<file path="src/rtl/router_a_pkg.sv">
// Shared select encodings, default widths and the write-strobe rule for the
// Kalman datapath operand/address router.
package router_a_pkg;

    localparam int unsigned W_DEF     = 24;
    localparam int unsigned ADDRW_DEF = 5;

    localparam logic [1:0] SEL_DATA_IN   = 2'd0;
    localparam logic [1:0] SEL_DATA_RES  = 2'd1;
    localparam logic [1:0] SEL_DATA_ZERO = 2'd2;
    localparam logic [1:0] SEL_DATA_RES2 = 2'd3;

    localparam logic [1:0] SEL_WR_REQ     = 2'd0;
    localparam logic [1:0] SEL_WR_REQ_RDY = 2'd1;
    localparam logic [1:0] SEL_WR_NONE    = 2'd2;
    localparam logic [1:0] SEL_WR_FORCE   = 2'd3;

    function automatic logic wr_strobe(input logic [1:0] sel, input logic req,
                                       input logic rdy);
        logic s;
        unique case (sel)
            SEL_WR_REQ:     s = req;
            SEL_WR_REQ_RDY: s = req & rdy;
            SEL_WR_NONE:    s = 1'b0;
            default:        s = 1'b1;
        endcase
        return s;
    endfunction

endpackage

</file>
<file path="src/rtl/router_mux2.sv">
// Parameterised-width 2:1 mux used for the data-bank address ports.
module router_mux2 #(
    parameter int unsigned Width = 5
) (
    input  logic [Width-1:0] in0_i,
    input  logic [Width-1:0] in1_i,
    input  logic             sel_i,
    output logic [Width-1:0] out_o
);

    assign out_o = sel_i ? in1_i : in0_i;

endmodule

</file>
<file path="src/rtl/router_a.sv">
// Operand/address router feeding the data bank; optional output register
// stage retimes all outputs by one clock.
module router_a
    import router_a_pkg::*;
#(
    parameter int unsigned W       = W_DEF,
    parameter int unsigned ADDRW   = ADDRW_DEF,
    parameter int unsigned REG_OUT = 0
) (
    input  logic             clk,
    input  logic             rst_n,
    input  logic [W-1:0]     DATA_IN,
    input  logic [W-1:0]     RESULT,
    input  logic [ADDRW-1:0] CTL_A,
    input  logic [ADDRW-1:0] CTL_B,
    input  logic [ADDRW-1:0] DIR_EXT,
    input  logic             WRITE_REQ,
    input  logic             READY,
    input  logic [1:0]       sel_data,
    input  logic             sel_dira,
    input  logic             sel_dirb,
    input  logic [1:0]       sel_write,
    output logic [W-1:0]     db_data,
    output logic [ADDRW-1:0] db_dira,
    output logic [ADDRW-1:0] db_dirb,
    output logic             db_write
);

    logic [W-1:0]     data_d;
    logic [ADDRW-1:0] dira_d;
    logic [ADDRW-1:0] dirb_d;
    logic             write_d;

    always_comb begin
        data_d = '0;
        unique case (sel_data)
            SEL_DATA_IN:   data_d = DATA_IN;
            SEL_DATA_RES:  data_d = RESULT;
            SEL_DATA_ZERO: data_d = '0;
            default:       data_d = RESULT;
        endcase
        write_d = wr_strobe(sel_write, WRITE_REQ, READY);
    end

    router_mux2 #(.Width(ADDRW)) u_mux_dira (
        .in0_i (CTL_A),
        .in1_i (DIR_EXT),
        .sel_i (sel_dira),
        .out_o (dira_d)
    );

    router_mux2 #(.Width(ADDRW)) u_mux_dirb (
        .in0_i (CTL_B),
        .in1_i (DIR_EXT),
        .sel_i (sel_dirb),
        .out_o (dirb_d)
    );

    if (REG_OUT != 0) begin : g_reg_out
        logic [W-1:0]     data_q;
        logic [ADDRW-1:0] dira_q;
        logic [ADDRW-1:0] dirb_q;
        logic             write_q;

        // Async clear drops a pending write immediately.
        always_ff @(posedge clk or negedge rst_n) begin
            if (!rst_n) begin
                data_q  <= '0;
                dira_q  <= '0;
                dirb_q  <= '0;
                write_q <= 1'b0;
            end else begin
                data_q  <= data_d;
                dira_q  <= dira_d;
                dirb_q  <= dirb_d;
                write_q <= write_d;
            end
        end

        assign db_data  = data_q;
        assign db_dira  = dira_q;
        assign db_dirb  = dirb_q;
        assign db_write = write_q;
    end else begin : g_comb_out
        logic unused_clk_rst;
        assign unused_clk_rst = clk ^ rst_n;

        assign db_data  = data_d;
        assign db_dira  = dira_d;
        assign db_dirb  = dirb_d;
        assign db_write = write_d;
    end

endmodule

</file>
<file path="config.mk">
export PLATFORM = sky130hd
export DESIGN_NAME = router_a
export DESIGN_NICKNAME = d
export VERILOG_FILES = /design/src/rtl/router_a_pkg.sv /design/src/rtl/router_mux2.sv /design/src/rtl/router_a.sv
export SDC_FILE = /design/constraint.sdc
export NUM_CORES = 1
export LEC_CHECK = 0
export BUFFER_PORTS_ARGS = -buffer_cell sky130_fd_sc_hd__buf_2
export CAP_MARGIN = 20
export CORE_ASPECT_RATIO = 1.1
export CORE_MARGIN = 5
export CORE_UTILIZATION = 24
export DETAILED_ROUTE_END_ITERATION = 12
export PLACE_DENSITY = 0.95
export SYNTH_ARGS = -nofsm -noshare
export SYNTH_HDL_FRONTEND = slang
export SYNTH_SLANG_ARGS = --single-unit
</file>
<file path="constraint.sdc">
create_clock -name vclk -period 1.7
set_clock_uncertainty 0.15 [all_clocks]
set_input_delay 0.17 -clock vclk [all_inputs]
set_output_delay 0.17 -clock vclk [all_outputs]
set_load 0.02 [all_outputs]
</file>
# Word level (Yosys, flattened, before mapping)
# Cells that the tools add are included.
# W data, S select, Z words.
op_classes:
  eq_ne: 3
  reduce_logical: 2
  bitwise_logic: 1
  div: 0
  n_addsub: 0
  magnitude_cmp: 0
  n_shift: 0
  n_mux: 4
  n_mul: 0
ops:
  columns: ["op", "n"]
  rows:
  - ["$pmux W24 S2", 1]
  - ["$mux W5", 2]
  - ["$eq A2 B2 Y1 const B", 2]
  - ["$logic_not A2 Y1", 2]
  - ["$pmux W1 S3", 1]
  - ["$eq A2 B1 Y1 const B", 1]
  - ["$and A1 B1 Y1", 1]
totals:
  elab_cells: 10
  in_bits: 73
  n_memories: 0
  latchBits: 0
  ram_bits: 0
  register_bits: 0
  rom_bits: 0

# Depth between registers and ports, before layout
# Gate-level depths: netlist of run 1.
logic_depth:
  word_depth: 2
  depth_mapped: 4
  mapped_depth_nobuf: 2

# Cells and area by module
# A second synthesis of run 1 with hierarchy kept.
hier_totals:
  hier_cells: 44
  area_unflattened_um2: 420.4
by_module_without_submodules:
  columns: ["mod", "instances", "area_each_um2", "seq_area_each_um2", "cells_per_inst"]
  rows:
  - ["router_a", 1, 307.8, 0.0, 34]
  - ["router_mux2", 2, 56.3, 0.0, 5]

# Least setup slack after synthesis of run 1
# Ideal clock, no wire load.
synth_path:
  kind: "in2out"
  startpoint: "input port sel_write[0]"
  endpoint: "output port db_write"
  setup_slack_ns: 0.611
  path_stages: 2
  required_time_ns: 1.380
  arrival_time_ns: 0.769
  n_path_buf: 0
  path_cell_list: "nor2b_1 > o21ai_0"
synth_between:
  elab_chain_len: 2
synth_lines:
  columns: ["element", "line", "source"]
  rows:
  - ["from (decl)", "router_a.sv:22", "input logic [1:0] sel_write,"]
  - ["$eq A2 B2 Y1 (tied with other cells)", "router_a_pkg.sv:21", "unique case (sel)"]
  - ["$pmux W1 S3 (*)", "router_a_pkg.sv:21", null]
  - ["to (decl)", "router_a.sv:26", "output logic db_write"]
# Every way passes the cells marked *; elsewhere a longest branch is shown, timed or not.

# Worst setup path in the final report of run 1
layout_path:
  startpoint: "input port sel_data[0]"
  endpoint: "output port db_data[19]"
layout_between:
  elab_chain_len: 2
layout_lines:
  columns: ["element", "line", "source"]
  rows:
  - ["from (decl)", "router_a.sv:19", "input logic [1:0] sel_data,"]
  - ["$eq A2 B2 Y1 or $logic_not A2 Y1 (tied branches)", "router_a.sv:36", "unique case (sel_data)"]
  - ["$pmux W24 S2 (*)", "router_a.sv:36", null]
  - ["to (decl)", "router_a.sv:23", "output logic [W-1:0] db_data,"]
# Marked as above.

==> impl_metrics.env, run 1 <==
export IMPL_fin_nets=220
export IMPL_nClkBuffers=0
export IMPL_n_fill_cell=142
export IMPL_die_area_sq_um=2690
export IMPL_num_rows=15
export IMPL_hp_start="DATA_IN[2]"
export IMPL_drv_slew=0
export IMPL_holdBufCountCts=0
export IMPL_place_ws_ns=0.2571
export IMPL_viasPerCell=5.117
export IMPL_synth_mux_area_frac=0.2679
export IMPL_antenna_left=0
export IMPL_cts_resized_gates=0
export IMPL_post_route_period_util=0.8524
export IMPL_power_leakage_nw=0.5784
export IMPL_die_w_microns=49.91
export IMPL_grt_pass1_vias=836
export IMPL_synth_fa_ha_area_frac=0
export IMPL_syn_cell_area_sq_um=420.4
export IMPL_worstMarginPinSlew_ns=0.5014
export IMPL_grt_overflow=0
export IMPL_start_util=0.2605
export IMPL_min_path_cells=3
export IMPL_peakVddDrop_mv=0.1430
export IMPL_synth_seq_area_share=0
export IMPL_drc=0
export IMPL_hold_end="db_data[2]"
export IMPL_hold_viol=0
export IMPL_synth_xor_area_share=0
export IMPL_die_h_microns=53.90
export IMPL_min_period_ns=1.449
export IMPL_synth_area_per_cell_sq_um=9.555
export IMPL_cp_arrival_ns=1.13
export IMPL_status="completed"
export IMPL_rsz0062_at_grt="false"
export IMPL_synth_top_cells_by_area="a22o_1 (42%), mux2_2 (27%), a22o_2 (9.5%)"
export IMPL_place_congestion=0.8708
export IMPL_fmaxAchievable_mhz=690.1
export IMPL_synth_compound_area_frac=0.5238
export IMPL_drtIter0Drc=6
export IMPL_port_buffers=106
export IMPL_yosys_area_top_type="a22o_1"
export IMPL_crit_type="input pin to output pin"
export IMPL_synth_simple_area_share=0.08631
export IMPL_synth_distinct_cells=11
export IMPL_post_cts_buffers=0
export IMPL_track_usage=0.1800
export IMPL_vias=829
export IMPL_seq_cells=0
export IMPL_end_kind="output pin"
export IMPL_area_growth_pct=119.0
export IMPL_first_pass_iters=4
export IMPL_synth_top_area_share=0.4167
export IMPL_setup_viol=0
export IMPL_grt_pass1_wl_microns=3926
export IMPL_synth_net_count=117
export IMPL_slew_limit_headroom=0.6657
export IMPL_antenna_found_initial=0
export IMPL_core_sq_um=1614
export IMPL_grt_max_degree=26
export IMPL_p_per_area_nw_per_um2=351.7
export IMPL_max_cap_viol_count=0
export IMPL_syn_inst=44
export IMPL_required_ns=1.38
export IMPL_drive_above_1_share=0.8345
export IMPL_synth_warnings=0
export IMPL_drt_wl_total_microns=2632
export IMPL_post_drt_wl_per_cell_microns=16.25
export IMPL_finalWorstSetupSlack_ns=0.2510
export IMPL_antenna_cells=0
export IMPL_synth_top_family_by_area="compound AO/OA/AOI/OAI gates"
export IMPL_crit_fanout=25
export IMPL_start_kind="input pin"
export IMPL_ff_latch_area_sq_um=0
export IMPL_timing_setup_tns_ns=0
export IMPL_ios=108
export IMPL_hold_path_class="input pin to output pin"
-- metal layers --
metal,vias up,wire (microns),track usage
li1,390,-,-
met1,375,864,0.2059
met2,60,1370,0.3411
met3,4,347,0.04432
met4,0,50,0.03057
met5,-,0,0
-- cell type report --
class / instances / area, sq um / share of cell area
timing repair buffer: 106 / 530.5 / 0.5761
multi-input combinational: 39 / 369.1 / 0.4008
tap: 17 / 21.27 / 0.02310
-- power breakdown --
| group | leakage (nW) | internal (W) | switching, W | total [W] |
|---|---|---|---|---|
| Sequential | 0 | 0 | 0 | 0 |
| Clock | 0 | 0 | 0 | 0 |
| Combinational | 0.578 | 0.000151 | 0.000172 | 0.000324 |
| Total | 0.578 | 0.000151 | 0.000172 | 0.000324 |
-- synthesized netlist by cell type --
| master | n |
|---|---|
| a22o_1 | 20 |
| mux2_2 | 10 |
| a22o_2 | 4 |
| buf_2 | 2 |
| buf_8 | 2 |
| buf_6 | 1 |
| nand2_1 | 1 |
| nand2b_1 | 1 |
| nor2_8 | 1 |
| nor2b_1 | 1 |
| o21ai_0 | 1 |
-- layout by cell type (no fill, tap or decap) --
cell type  synthesis  layout
nand2b_1           1       1
nand2_1            1       1
a22o_2             4       4
mux2_2            10      10
nor2b_1            1       1
buf_2              2     106
o21ai_0            1       1
nor2_8             1       1
a22o_1            20      20
-- stage by stage --
stage                     total power (W)  cells    util  instance area, sq um  hold slack (ns)
after floorplan                 0.0001804     44       -                 420.4           0.3618
final                           0.0003239    162  0.5705                 920.9           0.5192
after global placement          0.0003166    162  0.5705                 920.9           0.5193
after detailed placement        0.0003243    162  0.5705                 920.9           0.5187
after CTS                       0.0003250    162  0.5705                 920.9           0.5187
after global routing            0.0003472    162  0.5705                 920.9           0.5288
-- kinds of logic (layout without fill, tap and decap cells) --
family / after synthesis / count (layout)
AOI/OAI and AO/OA: 25 / 25
muxes: 10 / 10
buffers and inverters: 5 / 106
and+or+nand+nor: 4 / 4
-- how the worst max path moves through the flow --
stage	startpoint	depth (start not counted)	slack (ns)	to
finish	sel_data[0]	4	0.25	db_data[19]
global route	sel_data[0]	4	0.15	db_data[0]
CTS	sel_data[0]	4	0.25	db_data[22]
detailed placement	sel_data[0]	4	0.26	db_data[4]
global placement	sel_data[0]	4	0.29	db_data[22]
floorplan	sel_write[0]	2	0.61	db_write
-- critical path: stages --
cell    delay (ns)
buf_2         0.26
nor2_8        0.34
a22o_1        0.19
buf_2         0.16
(Power assumes the default switching activity.)
==> run 2, diff against run 1 <==
--- a/config.mk
+++ b/config.mk
@@ -12,6 +12,7 @@
 export CORE_UTILIZATION = 24
 export DETAILED_ROUTE_END_ITERATION = 12
 export PLACE_DENSITY = 0.95
+export RECOVER_POWER = 50
 export SYNTH_ARGS = -nofsm -noshare
 export SYNTH_HDL_FRONTEND = slang
 export SYNTH_SLANG_ARGS = --single-unit
==> impl_metrics.env, run 2 (same netlist as run 1, synthesis figures left out) <==
export IMPL_status="completed"
export IMPL_clkPwrFrac=0
export IMPL_finalWorstSetupSlack_ns=0.1767
export IMPL_ff_latch_area_sq_um=0
export IMPL_antenna_left=0
export IMPL_p_sw_w=0.0001739
export IMPL_rsz0062_at_grt="false"
export IMPL_drtIter0Drc=8
export IMPL_start_util=0.2605
export IMPL_required_ns=1.38
export IMPL_num_rows=15
export IMPL_drive_above_1_share=0.7241
export IMPL_end_kind="output pin"
export IMPL_final_common_cell="buf_2"
export IMPL_worstMarginPinSlew_ns=0.5007
export IMPL_place_ws_ns=0.2571
export IMPL_pwr_share_comb=1.000
export IMPL_drv_slew=0
export IMPL_ios=108
export IMPL_seq_cells=0
export IMPL_die_area_sq_um=2690
export IMPL_utilization=0.5581
export IMPL_place_congestion=0.8708
export IMPL_port_buffers=106
export IMPL_p_int_w=0.0001435
export IMPL_die_w_microns=49.91
export IMPL_grt_pass1_vias=836
export IMPL_post_cts_buffers=0
export IMPL_hold_viol=0
export IMPL_start_kind="input pin"
export IMPL_peakVddDrop_mv=0.1428
export IMPL_fin_nets=220
export IMPL_nClkBuffers=0
export IMPL_max_cap_viol_count=0
export IMPL_first_pass_iters=4
export IMPL_grt_max_degree=26
export IMPL_antenna_found_initial=0
export IMPL_slew_limit_headroom=0.6662
export IMPL_mostFrequentLayoutCells="buf_2 (90), a22o_1 (20), clkbuf_1 (16)"
export IMPL_power_frac_seq=0
export IMPL_core_sq_um=1614
export IMPL_antenna_cells=0
export IMPL_final_cells=162
export IMPL_fmaxAchievable_mhz=656.5
export IMPL_track_usage=0.1800
export IMPL_hold_path_class="input pin to output pin"
export IMPL_area_growth_pct=114.3
export IMPL_post_drt_wl_per_cell_microns=16.30
export IMPL_die_h_microns=53.90
export IMPL_setup_viol=0
export IMPL_post_route_period_util=0.8961
export IMPL_p_per_area_nw_per_um2=352.3
export IMPL_viasPerCell=5.080
export IMPL_grt_overflow=0
export IMPL_swShare=0.5478
export IMPL_drc=0
export IMPL_crit_type="input pin to output pin"
export IMPL_cts_resized_gates=0
export IMPL_timing_setup_tns_ns=0
export IMPL_crit_fanout=25
export IMPL_cp_arrival_ns=1.20
export IMPL_min_period_ns=1.523
export IMPL_drt_wl_total_microns=2641
export IMPL_power_leakage_nw=0.5314
export IMPL_grt_pass1_wl_microns=3926
export IMPL_vias=823
export IMPL_dp_cells=162
export IMPL_holdBufCountCts=0
run 2: cell count changes in the layout (fill, tap and decap cells not counted):
cell / previous run / this run
buf_2: 106 / 90
clkbuf_1: 0 / 16
run 2: power by group through the flow:
stage / registers [W] / logic, W / clock network [W]
3_3_place_gp: 0 / 0.000317 / 0
5_1_grt: 0 / 0.000340 / 0
2_1_floorplan: 0 / 0.000180 / 0
3_5_place_dp: 0 / 0.000324 / 0
4_1_cts: 0 / 0.000325 / 0
6_report: 0 / 0.000317 / 0
run 2: layout make-up:
class,count,area (sq um)
Tap cell,17,21.27
Fill cell,150,713.2
Multi-Input combinational cell,39,369.1
Timing Repair Buffer,106,510.5
run 2: metrics by stage:
step | hold WS, ns | area (sq um) | power [W]
global placement | 0.5193 | 920.9 | 0.0003166
CTS | 0.5187 | 920.9 | 0.0003250
finish | 0.5194 | 900.9 | 0.0003174
floorplan | 0.3618 | 420.4 | 0.0001804
detailed placement | 0.5187 | 920.9 | 0.0003243
global route | 0.5376 | 900.9 | 0.0003405
run 2: critical path, stage by stage:
cell and delay, ns:
buf_2 0.26, nor2_8 0.34, a22o_1 0.18, clkbuf_1 0.24
run 2: final timing paths:
path,startpoint,slack (ns),end,cells after the start
worst min-delay path,DATA_IN[2],0.52,db_data[2],3
worst max-delay path,sel_data[0],0.18,db_data[3],4
run 2: per-layer routing:
layer,part of all wire,wire length [microns],track usage,vias to the layer above
li1,-,-,-,390
met1,0.34,893,0.2059,373
met2,0.52,1365,0.3411,56
met3,0.13,332,0.04432,4
met4,0.019,50,0.03057,0
met5,0,0,0,-
